**src/rtl/i8088_bus_pkg.sv**
```systemverilog
// Shared types and constants for the 8088 minimum-mode bus master.
//   bus_state_t : FSM states (IDLE, T1, T2, T3, TW, T4, HOLDST)
//   bus_cmd_t   : captured host command (io, wr, addr, wdata)
//   bus_pins_t  : registered bus pin bundle driven by the top FSM
//   io_mask()   : clears address bits at/above the I/O address width
package i8088_bus_pkg;

  typedef enum logic [2:0] {
    IDLE   = 3'd0,
    T1     = 3'd1,
    T2     = 3'd2,
    T3     = 3'd3,
    TW     = 3'd4,
    T4     = 3'd5,
    HOLDST = 3'd6
  } bus_state_t;

  typedef struct packed {
    logic        io;
    logic        wr;
    logic [19:0] addr;
    logic [7:0]  wdata;
  } bus_cmd_t;

  typedef struct packed {
    logic        ale;
    logic        rd;
    logic        wr;
    logic        den;
    logic        dtr;
    logic        iom;
    logic [11:0] a;
    logic [7:0]  ad_out;
    logic        ad_oe;
    logic        bus_oe;
    logic        hlda;
  } bus_pins_t;

  // Inactive levels of the control strobes.
  localparam logic STROBE_OFF = 1'b1;  // RD, WR, DEN are active low
  localparam logic ALE_OFF    = 1'b0;

  // Pin state while idle (also the reset state).
  localparam bus_pins_t PINS_IDLE = '{
    ale:    ALE_OFF,
    rd:     STROBE_OFF,
    wr:     STROBE_OFF,
    den:    STROBE_OFF,
    dtr:    1'b0,
    iom:    1'b0,
    a:      12'h000,
    ad_out: 8'h00,
    ad_oe:  1'b0,
    bus_oe: 1'b1,
    hlda:   1'b0
  };

  // I/O space is narrower than memory space; bits at or above asize
  // are forced to zero for I/O cycles so decoders never see stale bits.
  function automatic logic [19:0] io_mask(input logic [19:0] addr,
                                          input logic        io,
                                          input int          asize);
    logic [19:0] m;
    m = addr;
    if (io) begin
      for (int i = 0; i < 20; i++) begin
        if (i >= asize) m[i] = 1'b0;
      end
    end
    return m;
  endfunction

endpackage

```
**src/rtl/bus_wait_timer.sv**
```systemverilog
// Wait-state counter for the 8088 bus master.
//   CLK, RESET : clock, synchronous active-high reset
//   clr        : clear the count (end of bus cycle)
//   inc        : count one more wait state
//   timeout    : count has reached MAX_WAIT (never set when MAX_WAIT == 0)
module bus_wait_timer #(
  parameter int MAX_WAIT = 16
) (
  input  logic CLK,
  input  logic RESET,
  input  logic clr,
  input  logic inc,
  output logic timeout
);

  localparam int CW = (MAX_WAIT < 1) ? 1 : $clog2(MAX_WAIT + 1);

  logic [CW-1:0] count;

  // Saturating so a disabled timeout cannot wrap back to zero.
  always_ff @(posedge CLK) begin
    if (RESET || clr) begin
      count <= '0;
    end else if (inc && (count != {CW{1'b1}})) begin
      count <= count + 1'b1;
    end
  end

  generate
    if (MAX_WAIT > 0) begin : g_timeout
      assign timeout = (count >= CW'(MAX_WAIT));
    end else begin : g_no_timeout
      assign timeout = 1'b0;
    end
  endgenerate

endmodule

```
**src/rtl/i8088_bus_master.sv**
```systemverilog
// 8088 minimum-mode bus cycle initiator.
// Turns single host requests into T1-T2-T3-[Tw]-T4 bus cycles and
// supports HOLD/HLDA bus release.
//   Host side : req, req_ready, req_io, req_wr, req_addr, req_wdata,
//               done, err, rdata
//   Bus side  : READY, HOLD, HLDA, AD_OUT, AD_OE, AD_IN, A, ALE, RD, WR,
//               IOM, DTR, DEN, BUS_OE
// All bus pins are registered and decoded from the next state plus the
// captured command, so nothing on the host side reaches a pin
// combinationally.
module i8088_bus_master
  import i8088_bus_pkg::*;
#(
  parameter int MAX_WAIT = 16,
  parameter int IO_ASIZE = 16
) (
  input  logic        CLK,
  input  logic        RESET,
  input  logic        req,
  output logic        req_ready,
  input  logic        req_io,
  input  logic        req_wr,
  input  logic [19:0] req_addr,
  input  logic [7:0]  req_wdata,
  output logic        done,
  output logic        err,
  output logic [7:0]  rdata,
  input  logic        READY,
  input  logic        HOLD,
  output logic        HLDA,
  output logic [7:0]  AD_OUT,
  output logic        AD_OE,
  input  logic [7:0]  AD_IN,
  output logic [11:0] A,
  output logic        ALE,
  output logic        RD,
  output logic        WR,
  output logic        IOM,
  output logic        DTR,
  output logic        DEN,
  output logic        BUS_OE
);

  bus_state_t state, state_nxt;
  bus_cmd_t   cmd, cmd_nxt;
  bus_pins_t  pins;

  logic       timeout;
  logic       wait_inc;
  logic       wait_clr;
  logic       err_nxt;
  logic       cap_rd;
  logic       done_r;
  logic       err_r;
  logic [7:0] rdata_r;

  bus_wait_timer #(
    .MAX_WAIT(MAX_WAIT)
  ) u_wait (
    .CLK     (CLK),
    .RESET   (RESET),
    .clr     (wait_clr),
    .inc     (wait_inc),
    .timeout (timeout)
  );

  // Pin values for a given state and command.
  function automatic bus_pins_t decode(input bus_state_t s, input bus_cmd_t c);
    bus_pins_t p;
    p = PINS_IDLE;
    case (s)
      T1: begin
        p.ale    = 1'b1;
        p.ad_oe  = 1'b1;
        p.ad_out = c.addr[7:0];
        p.a      = c.addr[19:8];
        p.iom    = c.io;
        p.dtr    = c.wr;
      end
      T2, T3, TW: begin
        p.a   = c.addr[19:8];
        p.iom = c.io;
        p.dtr = c.wr;
        p.den = 1'b0;
        if (c.wr) begin
          p.ad_oe  = 1'b1;
          p.ad_out = c.wdata;
          p.wr     = 1'b0;
        end else begin
          p.rd = 1'b0;
        end
      end
      T4: begin
        // Strobes released; a write keeps driving data for hold time.
        p.a   = c.addr[19:8];
        p.iom = c.io;
        p.dtr = c.wr;
        if (c.wr) begin
          p.ad_oe  = 1'b1;
          p.ad_out = c.wdata;
        end
      end
      HOLDST: begin
        p.bus_oe = 1'b0;
        p.hlda   = 1'b1;
      end
      default: p = PINS_IDLE;
    endcase
    return p;
  endfunction

  always_comb begin
    state_nxt = state;
    cmd_nxt   = cmd;
    wait_inc  = 1'b0;
    err_nxt   = 1'b0;
    cap_rd    = 1'b0;
    case (state)
      IDLE: begin
        // HOLD has priority over a simultaneous host request.
        if (HOLD) begin
          state_nxt = HOLDST;
        end else if (req) begin
          cmd_nxt.io    = req_io;
          cmd_nxt.wr    = req_wr;
          cmd_nxt.addr  = io_mask(req_addr, req_io, IO_ASIZE);
          cmd_nxt.wdata = req_wdata;
          state_nxt     = T1;
        end
      end
      T1: state_nxt = T2;
      T2: state_nxt = T3;
      T3, TW: begin
        // READY wins over a timeout reached in the same cycle.
        if (READY) begin
          state_nxt = T4;
          cap_rd    = !cmd.wr;
        end else if (timeout) begin
          state_nxt = T4;
          err_nxt   = 1'b1;
        end else begin
          state_nxt = TW;
          wait_inc  = 1'b1;
        end
      end
      T4:     state_nxt = IDLE;
      HOLDST: if (!HOLD) state_nxt = IDLE;
      default: state_nxt = IDLE;
    endcase
  end

  assign wait_clr = (state == T4);

  always_ff @(posedge CLK) begin
    if (RESET) begin
      state   <= IDLE;
      pins    <= PINS_IDLE;
      done_r  <= 1'b0;
      err_r   <= 1'b0;
      rdata_r <= 8'h00;
    end else begin
      state  <= state_nxt;
      pins   <= decode(state_nxt, cmd_nxt);
      done_r <= (state_nxt == T4);
      err_r  <= err_nxt;
      if (cap_rd) rdata_r <= AD_IN;
    end
  end

  // Command is pure data; it is only meaningful once T1 has been entered.
  always_ff @(posedge CLK) begin
    cmd <= cmd_nxt;
  end

  assign req_ready = (state == IDLE) && !HOLD && !RESET;
  assign done      = done_r;
  assign err       = err_r;
  assign rdata     = rdata_r;

  assign ALE    = pins.ale;
  assign RD     = pins.rd;
  assign WR     = pins.wr;
  assign DEN    = pins.den;
  assign DTR    = pins.dtr;
  assign IOM    = pins.iom;
  assign A      = pins.a;
  assign AD_OUT = pins.ad_out;
  assign AD_OE  = pins.ad_oe;
  assign BUS_OE = pins.bus_oe;
  assign HLDA   = pins.hlda;

endmodule

```
**config.mk**
```make
export PLATFORM = sky130hd
export DESIGN_NAME = i8088_bus_master
export DESIGN_NICKNAME = d
export VERILOG_FILES = /design/src/rtl/i8088_bus_pkg.sv /design/src/rtl/bus_wait_timer.sv /design/src/rtl/i8088_bus_master.sv
export SDC_FILE = /design/constraint.sdc
export NUM_CORES = 1
export LEC_CHECK = 0
export CAP_MARGIN = 20
export CORE_ASPECT_RATIO = 1.25
export CORE_UTILIZATION = 39
export DETAILED_ROUTE_END_ITERATION = 12
export DONT_BUFFER_PORTS = 1
export PLACE_DENSITY_LB_ADDON = 0.3
export SLEW_MARGIN = 10
export SYNTH_ARGS = -nofsm -noshare
export SYNTH_HDL_FRONTEND = slang
export SYNTH_SLANG_ARGS = --single-unit
```
**constraint.sdc**
```tcl
create_clock -name CLK -period 2.15 [get_ports CLK]
set_clock_uncertainty 0.2 [all_clocks]
set_input_delay 0.5375 -clock CLK [delete_from_list [all_inputs] [get_ports CLK]]
set_output_delay 0.5375 -clock CLK [all_outputs]
set_load 0.01 [all_outputs]
```
==> metrics <==
total core area=about 0.0062 sq mm; First DRT Iteration DRCs=47; FMAX=between 400 and 500 MHz; crit-path cells=buf_6, nor3_4, nor3b_2, buf_4; Simple-Gate Fraction of Synth Area=between 10% and 20%; area fraction of the dominant cell type after synthesis=between 50% and 60%; slew margin rel.=69.4%; peak supply drop=between 700 and 800 uV; GRT Util Overall=between 10% and 20%; sequential element share of the synthesized area=around 55%; Worst-Skew Late Latency=between 0.3 and 0.4 ns; clock tree from TritonCTS=done; count leader, synth=sky130_fd_sc_hd__dfxtp_1; Tightest Hold Check Type=primary input to flop; number of buffers added to fix hold violations after cts=0; main combinational cell family by area after synthesis=simple AND/OR/NAND/NOR gates; number of global-route vias before repair=around 1.8k; DRC violation count after routing=0; number of ports placed on the die boundary=just over 80; Post-Syn Instances=about 250; top cell types by occurrence after synthesis=sky130_fd_sc_hd__dfxtp_1 (69), sky130_fd_sc_hd__nand2_1 (38), sky130_fd_sc_hd__nor2_1 (19); Die Outline Area=just under 0.007 sq mm; final period utilization=a little over nine tenths; outcome=finished clean; Worst Setup Start Kind=flop; highest cell delay on the worst timing path=0.36 ns; Post-synth ARST share=0%; share of cell area taken by muxes after synthesis=under 10%; Setup Total Neg Slack=0 ns; largest net degree at the start of global routing=24; number of fillers in the final layout=603; power after layout=3700 uW; master cell of the clock root buffer=sky130_fd_sc_hd__clkbuf_8; number of antenna violations at the first check in global routing=0; DR WL/cell=about 15 microns; xor/xnor share of the synthesized area=1.38%; antenna violation net count after detailed routing=0; final period demand of the worst path=2.07 ns; Yosys top cell by area=sky130_fd_sc_hd__dfxtp_1; floorplan row count=32; Synth Net Count=approximately 290; library cells used by synthesis=between 40 and 50; power density over the cells=~1300 mW/mm^2; number of synthesized flops with an enable pin=0; Avg Synthesized Cell Area=between 10 and 15 sq um; largest buffer count on any clock path=2; total grt overflow=0; area growth from synthesis to layout=15.2%; wire length of the first global-routing pass=approximately 8300 microns; number of buffer cells added on primary ports=0; clock-pin transition on the worst setup and hold timing paths=0.08 ns; level count of the clock H-tree=3; kind of capture point of the worst setup path=output port; Worst-Margin Slew=0.458 ns; post-detailed-placement half-perimeter wirelength=roughly 3500 microns; unrepaired setup endpoints after global routing=no; top cells by area in the synthesized netlist=sky130_fd_sc_hd__dfxtp_1 (55%), sky130_fd_sc_hd__nand2_1 (5.6%), sky130_fd_sc_hd__mux2_2 (4.4%), sky130_fd_sc_hd__mux2i_1 (3.6%), sky130_fd_sc_hd__nor2_1 (2.8%); Final Hold Fails=0; number of synthesis warnings=0; share of layout cells above drive strength 1=20.5%; count of final max-slew check failures=0; post-synthesis share of cell area spent on full adders, half adders and majority gates=under 10%; die height=roughly 90 microns; data required time of the worst path=about 1.4 ns; flip-flop and latch count after synthesis=just under 70; cell at the slowest stage of the critical path=sky130_fd_sc_hd__dfxtp_4; maxcap violations=0; total wire length after detailed routing=5100 microns; static power due to leakage=between 0.001 and 0.0015 uW; flip-flop cell with the highest count after synthesis=sky130_fd_sc_hd__dfxtp_1; CP arrival=1.33 ns; Avg Vias per Cell=5.05; final number of setup-violating endpoints=0; Synth Area in Compound Gates=14.1%; worst setup path class=flop to output port; sink count of the clock tree=69; number of antenna diodes=0; total number of nets in the final design=300; number of buffers inserted during clock tree synthesis=9; total standard cell area after synthesis=about 0.0025 sq mm; Die X-Extent=approximately 74 microns; initial cell density of the core=between 40% and 50%; top fanout value on the critical path=6; weighted congestion reported at the end of routability-driven placement=around 0.7; vias=roughly 1.7k; DR pass1 iterations=4
==> registers in the layout, summed over array words and instances (netlist names), 3 cells and up <==
register,flops
A,12
AD_OUT,8
cmd,22
rdata,8
state,3
u_wait.count,5
==> layer usage <==
layer  share of wire, %  GRT usage [%]  vias up  routed length [microns]
li1                   -              -      856                        -
met1                 41           18.5      820                     2110
met2                 50           26.0       50                     2530
met3                6.3           5.27       11                      320
met4                2.6           10.6        0                      130
met5                  0              0        -                        0
==> cells in the final DEF, fill, tap and decap left out, drive strengths merged, types with 2 or more instances in the layout <==
cell | netlist | layout
clkinv | 0 | 3
nor3 | 3 | 3
dfxtp | 69 | 69
bufinv | 0 | 2
and3 | 2 | 2
a22oi | 12 | 12
inv | 3 | 4
o211ai | 3 | 3
buf | 10 | 13
a21boi | 10 | 10
xor2 | 3 | 3
o21ai | 3 | 3
mux2i | 9 | 9
mux2 | 10 | 10
nor3b | 3 | 3
nor2 | 19 | 19
nand2 | 38 | 38
ha | 3 | 3
and2 | 2 | 2
a21oi | 11 | 11
clkbuf | 6 | 9
nand2b | 4 | 4
a21o | 2 | 2
nand3b | 5 | 5
o21bai | 2 | 2
nor2b | 2 | 2
==> final timing paths <==
check                           cells past startpoint            start  slack, ns              end
worst max-delay path                                4         state[0]       0.08        req_ready
worst min-delay path                                1            RESET       0.05         rdata[2]
worst max register to register                      7  u_wait.count[0]       0.16  u_wait.count[0]
worst min register to register                      2           cmd[3]       0.24           cmd[3]
==> worst max-delay path: cells and delay by family (launching register included) <==
kind                   cells  cell delay (ns)
flip-flops                 1             0.36
AND/OR/NAND/NOR            2             0.35
buffers and inverters      2             0.27
==> stage by stage <==
stage               hold WS [ns]  setup WS, ns  std cells  utilization (%)  cell area, sq um
floorplan                  0.222         0.238        246                -              2530
global placement           0.230         0.112        326             42.7              2650
detailed placement         0.233        0.0477        326             42.7              2650
CTS                       0.0303        0.0206        342             46.7              2900
global route              0.0315       0.00758        344             47.0              2920
finish                    0.0499        0.0789        344             47.0              2920
==> cell families after synthesis <==
logic type      Yosys count
buf+inv                  19
mux                      19
fa+ha+maj                 3
simple gates             84
xor+xnor                  4
compound gates           48
flops                    69
==> layout make-up <==
| class | instances | area [sq um] | area share [%] |
|---|---|---|---|
| Clock inverter | 7 | 98.8 | 3.39 |
| Multi-Input combinational cell | 158 | 1060 | 36.5 |
| Sequential cell | 69 | 1390 | 47.5 |
| Inverter | 3 | 11.3 | 0.386 |
| Timing Repair Buffer | 13 | 126 | 4.33 |
| Clock buffer | 9 | 124 | 4.25 |
| Tap cell | 85 | 106 | 3.65 |
==> what timing repair did <==
item,in CTS,in global routing
buffers inserted,0,2
resized for setup,7,1
gates cloned,0,0
endpoints found under the setup margin,1,24
==> power by group <==
part	switching, uW	internal [uW]	leakage (uW)
registers	208	1610	0.000569
logic	345	358	0.000493
clock network	521	658	0.000110
total	1070	2630	0.00117
Power figures use the tool's default switching activity.
